--- src/rtl/llapi_n64_pad_map.sv ---
// LLAPI receiver outputs -> N64 joypad state (buttons, deadzoned/scaled stick) plus rumble stretching.
// Optional: define LLAPI_DPAD_STICK_EN to let the D-pad drive a zero stick axis on digital pad types.
module llapi_n64_pad_map #(
    parameter int unsigned DEADZONE     = 8,
    parameter int unsigned SCALE        = 88,
    parameter int unsigned N64_MAX      = 80,
    parameter int unsigned C_THRESH     = 64,
    parameter int unsigned SYNC_TIMEOUT = 350000,
    parameter int unsigned RUMBLE_HOLD  = 500000
) (
    input  logic        CLK_50M,
    input  logic        RESET,
    input  logic        LLAPI_SYNC,
    input  logic        LLAPI_EN,
    input  logic [7:0]  LLAPI_TYPE,
    input  logic [31:0] LLAPI_BUTTONS,
    input  logic [71:0] LLAPI_ANALOG,
    input  logic        CORE_RUMBLE,
    output logic [15:0] PAD_BUTTONS,
    output logic [7:0]  PAD_X,
    output logic [7:0]  PAD_Y,
    output logic        PAD_VALID,
    output logic        N64_RUMBLE
);

    localparam int unsigned TO_W   = $clog2(SYNC_TIMEOUT + 1);
    localparam int unsigned HOLD_W = $clog2(RUMBLE_HOLD + 1);
    localparam logic [7:0]  DZ8    = 8'(DEADZONE);
    localparam logic [7:0]  SC8    = 8'(SCALE);
    localparam logic [7:0]  MAX8   = 8'(N64_MAX);
    localparam logic [7:0]  C_LO   = 8'(128 - C_THRESH);
    localparam logic [7:0]  C_HI   = 8'(127 + C_THRESH);

    typedef enum logic [2:0] {S_IDLE, S_CAPTURE, S_AXIS_X, S_AXIS_Y, S_COMMIT} state_t;

    state_t            r_state;
    logic              r_sync_meta, r_sync_s, r_sync_d;
    logic [TO_W-1:0]   r_to_cnt;
    logic              r_cap_en;
    logic [27:0]       r_cap_btn;
    logic [7:0]        r_cap_ax, r_cap_ay, r_cap_a2x, r_cap_a2y;
    logic [7:0]        r_x, r_y;
    logic              r_rumble_req;
    logic [HOLD_W-1:0] r_hold;

    logic              w_trig;
    logic [7:0]        w_axis_raw, w_mag, w_mag_dz, w_sat, w_axis_res;
    logic [8:0]        w_v, w_v_neg, w_p;
    logic [15:0]       w_prod;
    logic              w_du, w_dd, w_dl, w_dr;
    logic [15:0]       w_btn;
    logic [7:0]        w_fin_x, w_fin_y;
    logic              w_unused;

    assign w_trig = (r_sync_s & ~r_sync_d) | (r_to_cnt == TO_W'(SYNC_TIMEOUT - 1));

    // Single 8x8 multiplier shared by both axes; Y result is negated so "up" is positive.
    always_comb begin
        w_axis_raw = (r_state == S_AXIS_Y) ? r_cap_ay : r_cap_ax;
        w_v        = {1'b0, w_axis_raw} - 9'd128;
        w_v_neg    = 9'd0 - w_v;
        w_mag      = w_v[8] ? w_v_neg[7:0] : w_v[7:0];
        w_mag_dz   = (w_mag > DZ8) ? (w_mag - DZ8) : '0;
        w_prod     = {8'd0, w_mag_dz} * {8'd0, SC8};
        w_p        = w_prod[15:7];
        w_sat      = (w_p > {1'b0, MAX8}) ? MAX8 : w_p[7:0];
        w_axis_res = (w_v[8] ^ (r_state == S_AXIS_Y)) ? (8'd0 - w_sat) : w_sat;
    end

    assign w_du = r_cap_btn[10] | r_cap_btn[27];
    assign w_dd = r_cap_btn[11] | r_cap_btn[26];
    assign w_dl = r_cap_btn[12] | r_cap_btn[25];
    assign w_dr = r_cap_btn[13] | r_cap_btn[24];

    assign w_btn = {r_cap_btn[1], r_cap_btn[0], r_cap_btn[8], r_cap_btn[5],
                    w_du, w_dd, w_dl, w_dr, 2'b00, r_cap_btn[6], r_cap_btn[7],
                    r_cap_btn[2] | (r_cap_a2y < C_LO),
                    r_cap_btn[9] | (r_cap_a2y > C_HI),
                    r_cap_btn[4] | (r_cap_a2x < C_LO),
                    r_cap_btn[3] | (r_cap_a2x > C_HI)};

`ifdef LLAPI_DPAD_STICK_EN
    logic [7:0] r_cap_type;
    logic       w_dpad_type;
    assign w_dpad_type = (r_cap_type == 8'd18) || (r_cap_type == 8'd21) ||
                         (r_cap_type == 8'd22) || (r_cap_type == 8'd27);
    always_comb begin
        w_fin_x = r_x;
        w_fin_y = r_y;
        if (w_dpad_type && (r_x == '0))
            w_fin_x = (w_dl & ~w_dr) ? (8'd0 - MAX8) : ((w_dr & ~w_dl) ? MAX8 : '0);
        if (w_dpad_type && (r_y == '0))
            w_fin_y = (w_du & ~w_dd) ? MAX8 : ((w_dd & ~w_du) ? (8'd0 - MAX8) : '0);
    end
    assign w_unused = ^{LLAPI_BUTTONS[31:28], LLAPI_ANALOG[71:40], LLAPI_ANALOG[23:16],
                        r_cap_btn[23:14]};
`else
    assign w_fin_x  = r_x;
    assign w_fin_y  = r_y;
    assign w_unused = ^{LLAPI_TYPE, LLAPI_BUTTONS[31:28], LLAPI_ANALOG[71:40],
                        LLAPI_ANALOG[23:16], r_cap_btn[23:14]};
`endif

    always_ff @(posedge CLK_50M or posedge RESET) begin
        if (RESET) begin
            r_state     <= S_IDLE;
            r_sync_meta <= 1'b0;
            r_sync_s    <= 1'b0;
            r_sync_d    <= 1'b0;
            r_to_cnt    <= '0;
            r_cap_en    <= 1'b0;
            r_cap_btn   <= '0;
            r_cap_ax    <= '0;
            r_cap_ay    <= '0;
            r_cap_a2x   <= '0;
            r_cap_a2y   <= '0;
`ifdef LLAPI_DPAD_STICK_EN
            r_cap_type  <= '0;
`endif
            r_x         <= '0;
            r_y         <= '0;
            PAD_BUTTONS <= '0;
            PAD_X       <= '0;
            PAD_Y       <= '0;
            PAD_VALID   <= 1'b0;
        end else begin
            r_sync_meta <= LLAPI_SYNC;
            r_sync_s    <= r_sync_meta;
            r_sync_d    <= r_sync_s;
            r_to_cnt    <= w_trig ? '0 : r_to_cnt + TO_W'(1);
            case (r_state)
                S_IDLE: if (w_trig) r_state <= S_CAPTURE;
                S_CAPTURE: begin
                    r_cap_en  <= LLAPI_EN;
                    r_cap_btn <= LLAPI_BUTTONS[27:0];
                    r_cap_ax  <= LLAPI_ANALOG[7:0];
                    r_cap_ay  <= LLAPI_ANALOG[15:8];
                    r_cap_a2x <= LLAPI_ANALOG[31:24];
                    r_cap_a2y <= LLAPI_ANALOG[39:32];
`ifdef LLAPI_DPAD_STICK_EN
                    r_cap_type <= LLAPI_TYPE;
`endif
                    r_state   <= S_AXIS_X;
                end
                S_AXIS_X: begin
                    r_x     <= w_axis_res;
                    r_state <= S_AXIS_Y;
                end
                S_AXIS_Y: begin
                    r_y     <= w_axis_res;
                    r_state <= S_COMMIT;
                end
                S_COMMIT: begin
                    PAD_VALID   <= r_cap_en;
                    PAD_BUTTONS <= r_cap_en ? w_btn : '0;
                    PAD_X       <= r_cap_en ? w_fin_x : '0;
                    PAD_Y       <= r_cap_en ? w_fin_y : '0;
                    r_state     <= S_IDLE;
                end
                default: r_state <= S_IDLE;
            endcase
        end
    end

    // Hold counter reloads while the request is high, then counts out the stretch.
    always_ff @(posedge CLK_50M or posedge RESET) begin
        if (RESET) begin
            r_rumble_req <= 1'b0;
            r_hold       <= '0;
            N64_RUMBLE   <= 1'b0;
        end else begin
            r_rumble_req <= CORE_RUMBLE;
            if (!LLAPI_EN) begin
                r_hold     <= '0;
                N64_RUMBLE <= 1'b0;
            end else if (r_rumble_req) begin
                r_hold     <= HOLD_W'(RUMBLE_HOLD);
                N64_RUMBLE <= 1'b1;
            end else if (r_hold != '0) begin
                r_hold     <= r_hold - HOLD_W'(1);
                N64_RUMBLE <= 1'b1;
            end else begin
                N64_RUMBLE <= 1'b0;
            end
        end
    end

endmodule

--- config.mk ---
export PLATFORM = sky130hd
export DESIGN_NAME = llapi_n64_pad_map
export DESIGN_NICKNAME = d
export VERILOG_FILES = /design/src/rtl/llapi_n64_pad_map.sv
export SDC_FILE = /design/constraint.sdc
export NUM_CORES = 1
export LEC_CHECK = 0
export CAP_MARGIN = 15
export CORE_MARGIN = 2
export CORE_UTILIZATION = 30
export DETAILED_ROUTE_END_ITERATION = 16
export GPL_TIMING_DRIVEN = 1
export PLACE_DENSITY_LB_ADDON = 0.15
export SYNTH_ARGS = -nofsm -noshare
export SYNTH_HDL_FRONTEND = slang
export SYNTH_SLANG_ARGS = --single-unit
--- constraint.sdc ---
create_clock -name CLK_50M -period 8.45 [get_ports CLK_50M]
set_input_delay 2.535 -clock CLK_50M [delete_from_list [all_inputs] [get_ports CLK_50M]]
set_output_delay 2.535 -clock CLK_50M [all_outputs]
set_load 0.005 [all_outputs]
After elaboration in Yosys (flattened, before gate mapping)
Cells that the tools add are included.
{"block": "classes", "multipliers": 1, "div_mod_pow": 0, "n_addsub": 6, "n_eq_ne": 7, "bitwise": 12, "n_lt_le_gt_ge": 6, "shifts": 0, "reduce_logical": 2, "muxes": 17}
{"cell": "19-bit two-way mux", "n": 4}
{"cell": "8-bit two-way mux", "n": 7}
{"cell": "19-bit by 1-bit adder with 19-bit output (second input constant)", "n": 1}
{"cell": "19-bit == test (second input constant)", "n": 1}
{"cell": "19-bit nonzero test", "n": 1}
{"cell": "19-bit by 1-bit subtractor with 19-bit output (second input constant)", "n": 1}
{"cell": "8-bit greater-than comparator (second input constant)", "n": 2}
{"cell": "8-bit by 7-bit less-than comparator with 1-bit output (second input constant)", "n": 2}
{"cell": "16-bit two-way mux", "n": 1}
{"cell": "1-bit by 8-bit subtractor with 8-bit output (first input constant)", "n": 2}
{"cell": "8-bit by 4-bit multiplier with 12-bit output (second input constant)", "n": 1}
{"cell": "3-bit case mux with 4 select lines", "n": 1}
{"cell": "1-bit bitwise OR", "n": 9}
{"cell": "8-bit by 8-bit subtractor with 9-bit output (second input constant)", "n": 1}
{"cell": "8-bit by 4-bit greater-than comparator with 1-bit output (second input constant)", "n": 1}
{"cell": "8-bit by 7-bit greater-than comparator with 1-bit output (second input constant)", "n": 1}
{"cell": "8-bit by 4-bit subtractor with 8-bit output (second input constant)", "n": 1}
{"cell": "3-bit by 2-bit == test with 1-bit output (second input constant)", "n": 2}
{"cell": "3-bit by 1-bit == test with 1-bit output (second input constant)", "n": 1}
{"cell": "3-bit == test (second input constant)", "n": 1}
{"cell": "3-bit logical NOT", "n": 1}
{"cell": "1-bit two-way mux", "n": 3}
{"cell": "3-bit two-way mux", "n": 1}
{"cell": "3-bit by 1-bit != test with 1-bit output (second input constant)", "n": 1}
{"cell": "4 further kinds", "n": 4}
{"block": "word_totals", "latch_bits": 0, "ff_bits": 156, "elab_cells": 71, "ram_bits": 0, "romBits": 0, "inputBits": 117, "memories": 0, "output_inout_bits": 34}

Depth between registers and ports, before layout
{"block": "logic_depth", "ltp_word": 12, "ltp_mapped": 33}

Least setup slack after synthesis
Ideal clock, no wire load.
{"block": "synth_path", "path_kind": "reg-to-reg", "start": "register r_state[2]", "end": "register r_x[6]", "arrival_ps": 6927, "setup_slack_ps": 1441, "required_time_ps": 8368, "stages_incl_launch_ff": 34, "setup_ps": 82, "path_buffers": 4, "synth_period_minus_slack_ps": 7009, "path_cell_list": "dfrtp_1 -> buf_2 -> nand3b_4 -> buf_2 -> clkbuf_1 -> mux2i_1 -> ha_1 -> or3b_1 -> a2111oi_2 -> nand3_2 -> nand2_1 -> nand2_1 -> a31oi_1 -> or2_2 -> inv_1 -> ha_1 -> inv_1 -> fa_1 -> inv_1 -> ha_1 -> clkbuf_1 -> a21o_1 -> nand2_1 -> o21ai_0 -> or3_1 -> o221ai_1 -> o32ai_4 -> o22a_1 -> nand2_1 -> ha_1 -> o21ai_0 -> or3b_1 -> a21o_1 -> a31oi_1"}
{"block": "synth_via", "elab_chain_len": 12, "elab_cells_between_ends": 15}
{"item": "from (decl)", "line_no": "36", "text": "state_t r_state;"}
{"item": "from (signal assigned)", "line_no": "106", "text": "r_state <= S_IDLE;"}
{"item": "from (signal assigned)", "line_no": "132", "text": "S_IDLE: if (w_trig) r_state <= S_CAPTURE;"}
{"item": "from (signal assigned)", "line_no": "143", "text": "r_state <= S_AXIS_X;"}
{"item": "3-bit by 2-bit == test with 1-bit output", "line_no": "59, 67"}
{"item": "8-bit two-way mux", "line_no": "59", "text": "w_axis_raw = (r_state == S_AXIS_Y) ? r_cap_ay : r_cap_ax;"}
{"item": "8-bit by 8-bit subtractor with 9-bit output", "line_no": "60", "text": "w_v = {1'b0, w_axis_raw} - 9'd128;"}
{"item": "1-bit by 8-bit subtractor with 8-bit output", "line_no": "61", "text": "w_v_neg = 9'd0 - w_v;"}
{"item": "8-bit two-way mux", "line_no": "62", "text": "w_mag = w_v[8] ? w_v_neg[7:0] : w_v[7:0];"}
{"item": "8-bit by 4-bit subtractor with 8-bit output or 8-bit by 4-bit greater-than comparator with 1-bit output (tied branches)", "line_no": "63", "text": "w_mag_dz = (w_mag > DZ8) ? (w_mag - DZ8) : '0;"}
{"item": "8-bit two-way mux", "line_no": "63"}
{"item": "8-bit by 4-bit multiplier with 12-bit output", "line_no": "64", "text": "w_prod = {8'd0, w_mag_dz} * {8'd0, SC8};"}
{"item": "8-bit by 7-bit greater-than comparator with 1-bit output", "line_no": "66", "text": "w_sat = (w_p > {1'b0, MAX8}) ? MAX8 : w_p[7:0];"}
{"item": "8-bit two-way mux", "line_no": "66"}
{"item": "1-bit by 8-bit subtractor with 8-bit output", "line_no": "67", "text": "w_axis_res = (w_v[8] ^ (r_state == S_AXIS_Y)) ? (8'd0 - w_sat) : w_sat;"}
{"item": "8-bit two-way mux", "line_no": "67"}
{"item": "to (signal assigned)", "line_no": "146", "text": "r_x <= w_axis_res;"}
{"item": "to (decl)", "line_no": "42", "text": "logic [7:0] r_x, r_y;"}
Parallel ways exist; a longest one is shown, timed or not.
A chain may end at the register's enable or synchronous reset.

Worst setup path in the final report
{"block": "layout_path", "start": "register r_state[2]", "end": "register r_y[6]"}
{"block": "layout_via", "elab_chain_len": 12, "elab_cells_between_ends": 14}
{"item": "3-bit by 2-bit == test with 1-bit output *", "line_no": "59, 67, 131"}
{"item": "8-bit two-way mux", "line_no": "59"}
{"item": "8-bit by 8-bit subtractor with 9-bit output", "line_no": "60"}
{"item": "1-bit by 8-bit subtractor with 8-bit output", "line_no": "61"}
{"item": "8-bit two-way mux", "line_no": "62"}
{"item": "8-bit by 4-bit subtractor with 8-bit output or 8-bit by 4-bit greater-than comparator with 1-bit output (tied branches)", "line_no": "63"}
{"item": "8-bit two-way mux", "line_no": "63"}
{"item": "8-bit by 4-bit multiplier with 12-bit output", "line_no": "64"}
{"item": "8-bit by 7-bit greater-than comparator with 1-bit output", "line_no": "66"}
{"item": "8-bit two-way mux", "line_no": "66"}
{"item": "1-bit by 8-bit subtractor with 8-bit output", "line_no": "67"}
{"item": "8-bit two-way mux", "line_no": "67"}
{"item": "to (signal assigned)", "line_no": "150", "text": "r_y <= w_axis_res;"}
{"item": "to (decl)", "line_no": "42"}
Mark *: on every way between the ends. The rest lies on a longest branch, timed or not.

==> results by group <==
Placement
  • PortBufs: 74
  • Placer Congestion: 0.767
  • DP HPWL: 11.3 mm

Outcome
  • Status: complete, no violations

Setup path
  • CP required: 8780 ps
  • CP max stage cell: fa_1
  • R2R setup slack: 700 ps
  • Max incr delay on CP: 500 ps
  • Crit path DAT: 8080 ps
  • Critical path class: reg2reg
  • Top fanout value on the critical path: 24
  • Worst r2r src: r_state[2]
  • Reg2reg path depth: 30
  • R2R Path End: r_y[6]
  • Crit end category: register
  • CP Launch Type: register

Detailed routing
  • Drt drc: 0
  • DRT antenna net count: 0
  • DRT Pass-1 Iters: 4
  • Vias per cell: 4.78
  • Drt total wl: 15.8 mm
  • DRT iter0 DRCs: 290
  • WL/cell: 14.2 um
  • Vias: 5323

Synthesis
  • Register area share after synthesis: 0.469
  • Synth Cell Area: 7040 um2
  • Mapped Cells: 711
  • Number of synthesized flops with an enable pin: 0
  • Synth unique cells: 69
  • Yosys warns: 0
  • Main synth FF type: dfrtp_1
  • Synthesized flop and latch total: 132
  • Syn_area_per_cell: 9.91 um2
  • Ys async rst share: 1.00

Timing
  • RSZ-0062 raised after global routing: no
  • Clock skew: 11.4 ps
  • Final count of negative-setup-slack endpoints: 0
  • Final Critical Period: 7750 ps
  • Max-slew headroom at the worst pin: 0.344
  • Slew Viols, Final: 0
  • Fin crit share: 0.917
  • Slew @ Worst Pin: 984 ps
  • Setup TNS: 0 ps
  • Endpoints failing hold: 0
  • Fmax: 129 MHz

Cells and area
  • Ant diodes: 0
  • Nets: 925
  • Commonest non-fill, non-tap cell in the layout: dfrtp_1
  • Commonest cells after routing, fill and taps aside: dfrtp_1, nand2_1, clkdlybuf4s50_1
  • Area Growth Syn to Fin: 23.9%
  • Layout cells sized above 1: 0.131

GRT
  • First-pass GRT wire length: 27.0 mm
  • GRT Util Overall: 0.136
  • Antenna violations before repair: 0
  • Number of global-route vias before repair: 5531
  • GRT overflow: 0
  • Largest net degree at the start of global routing: 79

Worst hold path
  • Min-Delay Endpoint: r_sync_s
  • Hold path start: r_sync_meta
  • Worst hold-check path type: reg2reg
  • Hold depth: 0

Die
  • Ports: 151
  • Horiz. Die Dim: 157 um
  • Core Box Area: 23300 um2
  • Initial Utilization: 0.303
  • Die Ht: 157 um
  • Die area: 24700 um2
  • # rows: 56

Clock tree
  • CTS max path bufs: 2
  • Worst-skew pair later-pin latency: 410 ps
  • Clk sink count: 132
  • Root Driver: clkbuf_16
  • Inserted Clock Buffers: 17
  • Clk slew on worst S/H paths: 60 ps
  • CTS tree: built
  • Hold_buf cts: 0
  • # H-tree levels: 4

Flow run
  • Max_cap viols: 0
[cell type report]
type | instances | area [um2]
fill | 2346 | 14500
tap | 319 | 399
multi-input combinational | 516 | 3500
inverter | 33 | 126
sequential | 132 | 3300
clock buffer | 20 | 457
clock inverter | 12 | 129
timing repair buffer | 81 | 813
[kinds of logic after synthesis]
family          count (synthesis)  synth area share
flops                         132             0.469
other cells                     1          0.000532
mux                            45            0.0709
fa+ha+maj                      27            0.0522
xor+xnor                       38            0.0472
simple gates                  259             0.186
compound gates                145             0.138
buf+inv                        64            0.0359
[synth_stat cells, types with 8 or more instances]
master,n,share of area
xnor2_1,19,0.024
nand2_1,98,0.052
clkbuf_1,25,0.013
a31oi_1,9,0.0080
o21ai_0,55,0.039
ha_1,23,0.041
xor2_1,19,0.024
or3_1,14,0.012
a21oi_1,25,0.018
mux2_2,39,0.062
nor2_1,49,0.026
nor4_1,8,0.0071
o31ai_1,8,0.0085
nand3_1,16,0.011
and3_1,10,0.0089
nor3_1,11,0.0078
a21o_1,8,0.0085
inv_1,31,0.017
dfrtp_1,132,0.47
[flip-flops by register name, indices dropped and copies added, names as in the netlist, 3 cells and up]
name	count
r_to_cnt	19
r_x	8
PAD_Y	8
r_hold	19
r_cap_btn	18
PAD_X	8
r_cap_ax	8
r_state	3
r_cap_ay	8
r_y	8
PAD_BUTTONS	14
[worst max-delay path, delay by kind of cell, from the launching register on]
kind | cells | cell delay [ps]
flops | 1 | 470
fa+ha+maj | 5 | 1770
simple gates | 10 | 2200
mux | 1 | 240
buf+inv | 4 | 440
compound gates | 10 | 2550
[metrics by stage]
step	util	area, um2	worst slack, ps	instances	hold WS [ps]
after floorplan	-	7050	1440	712	331
after CTS	0.374	8700	593	1112	359
after global routing	0.375	8730	7.26	1113	363
final	0.375	8730	698	1113	351
after global placement	0.349	8110	691	1080	332
after detailed placement	0.349	8110	670	1080	346
[metal layers]
metal	part of all wire	up-vias	GRT usage
met1	0.47	2580	0.171
li1	-	2647	-
met4	0.015	0	0.0485
met2	0.48	82	0.230
met3	0.031	14	0.0278
met5	0	-	0
[worst max path at each step]
| stage | slack, ps | end | cells after the start | from |
|---|---|---|---|---|
| final | 700 | r_y[6] | 30 | r_state[2] |
| after global routing | 7 | r_x[6] | 30 | r_state[2] |
| after CTS | 590 | r_x[6] | 29 | r_state[2] |
| after detailed placement | 670 | r_x[6] | 30 | r_state[2] |
| after global placement | 690 | r_y[6] | 30 | r_state[2] |
| after floorplan | 1440 | r_x[6] | 33 | r_state[2] |
[repair_timing]
item | in CTS | in global routing
setup buffers | 0 | 0
gates resized for setup | 0 | 1
setup endpoints to repair | 0 | 2
Power is left out: the tool's default activity adds up to more than one toggle a clock period on the data nets, which glitch-free logic cannot reach.
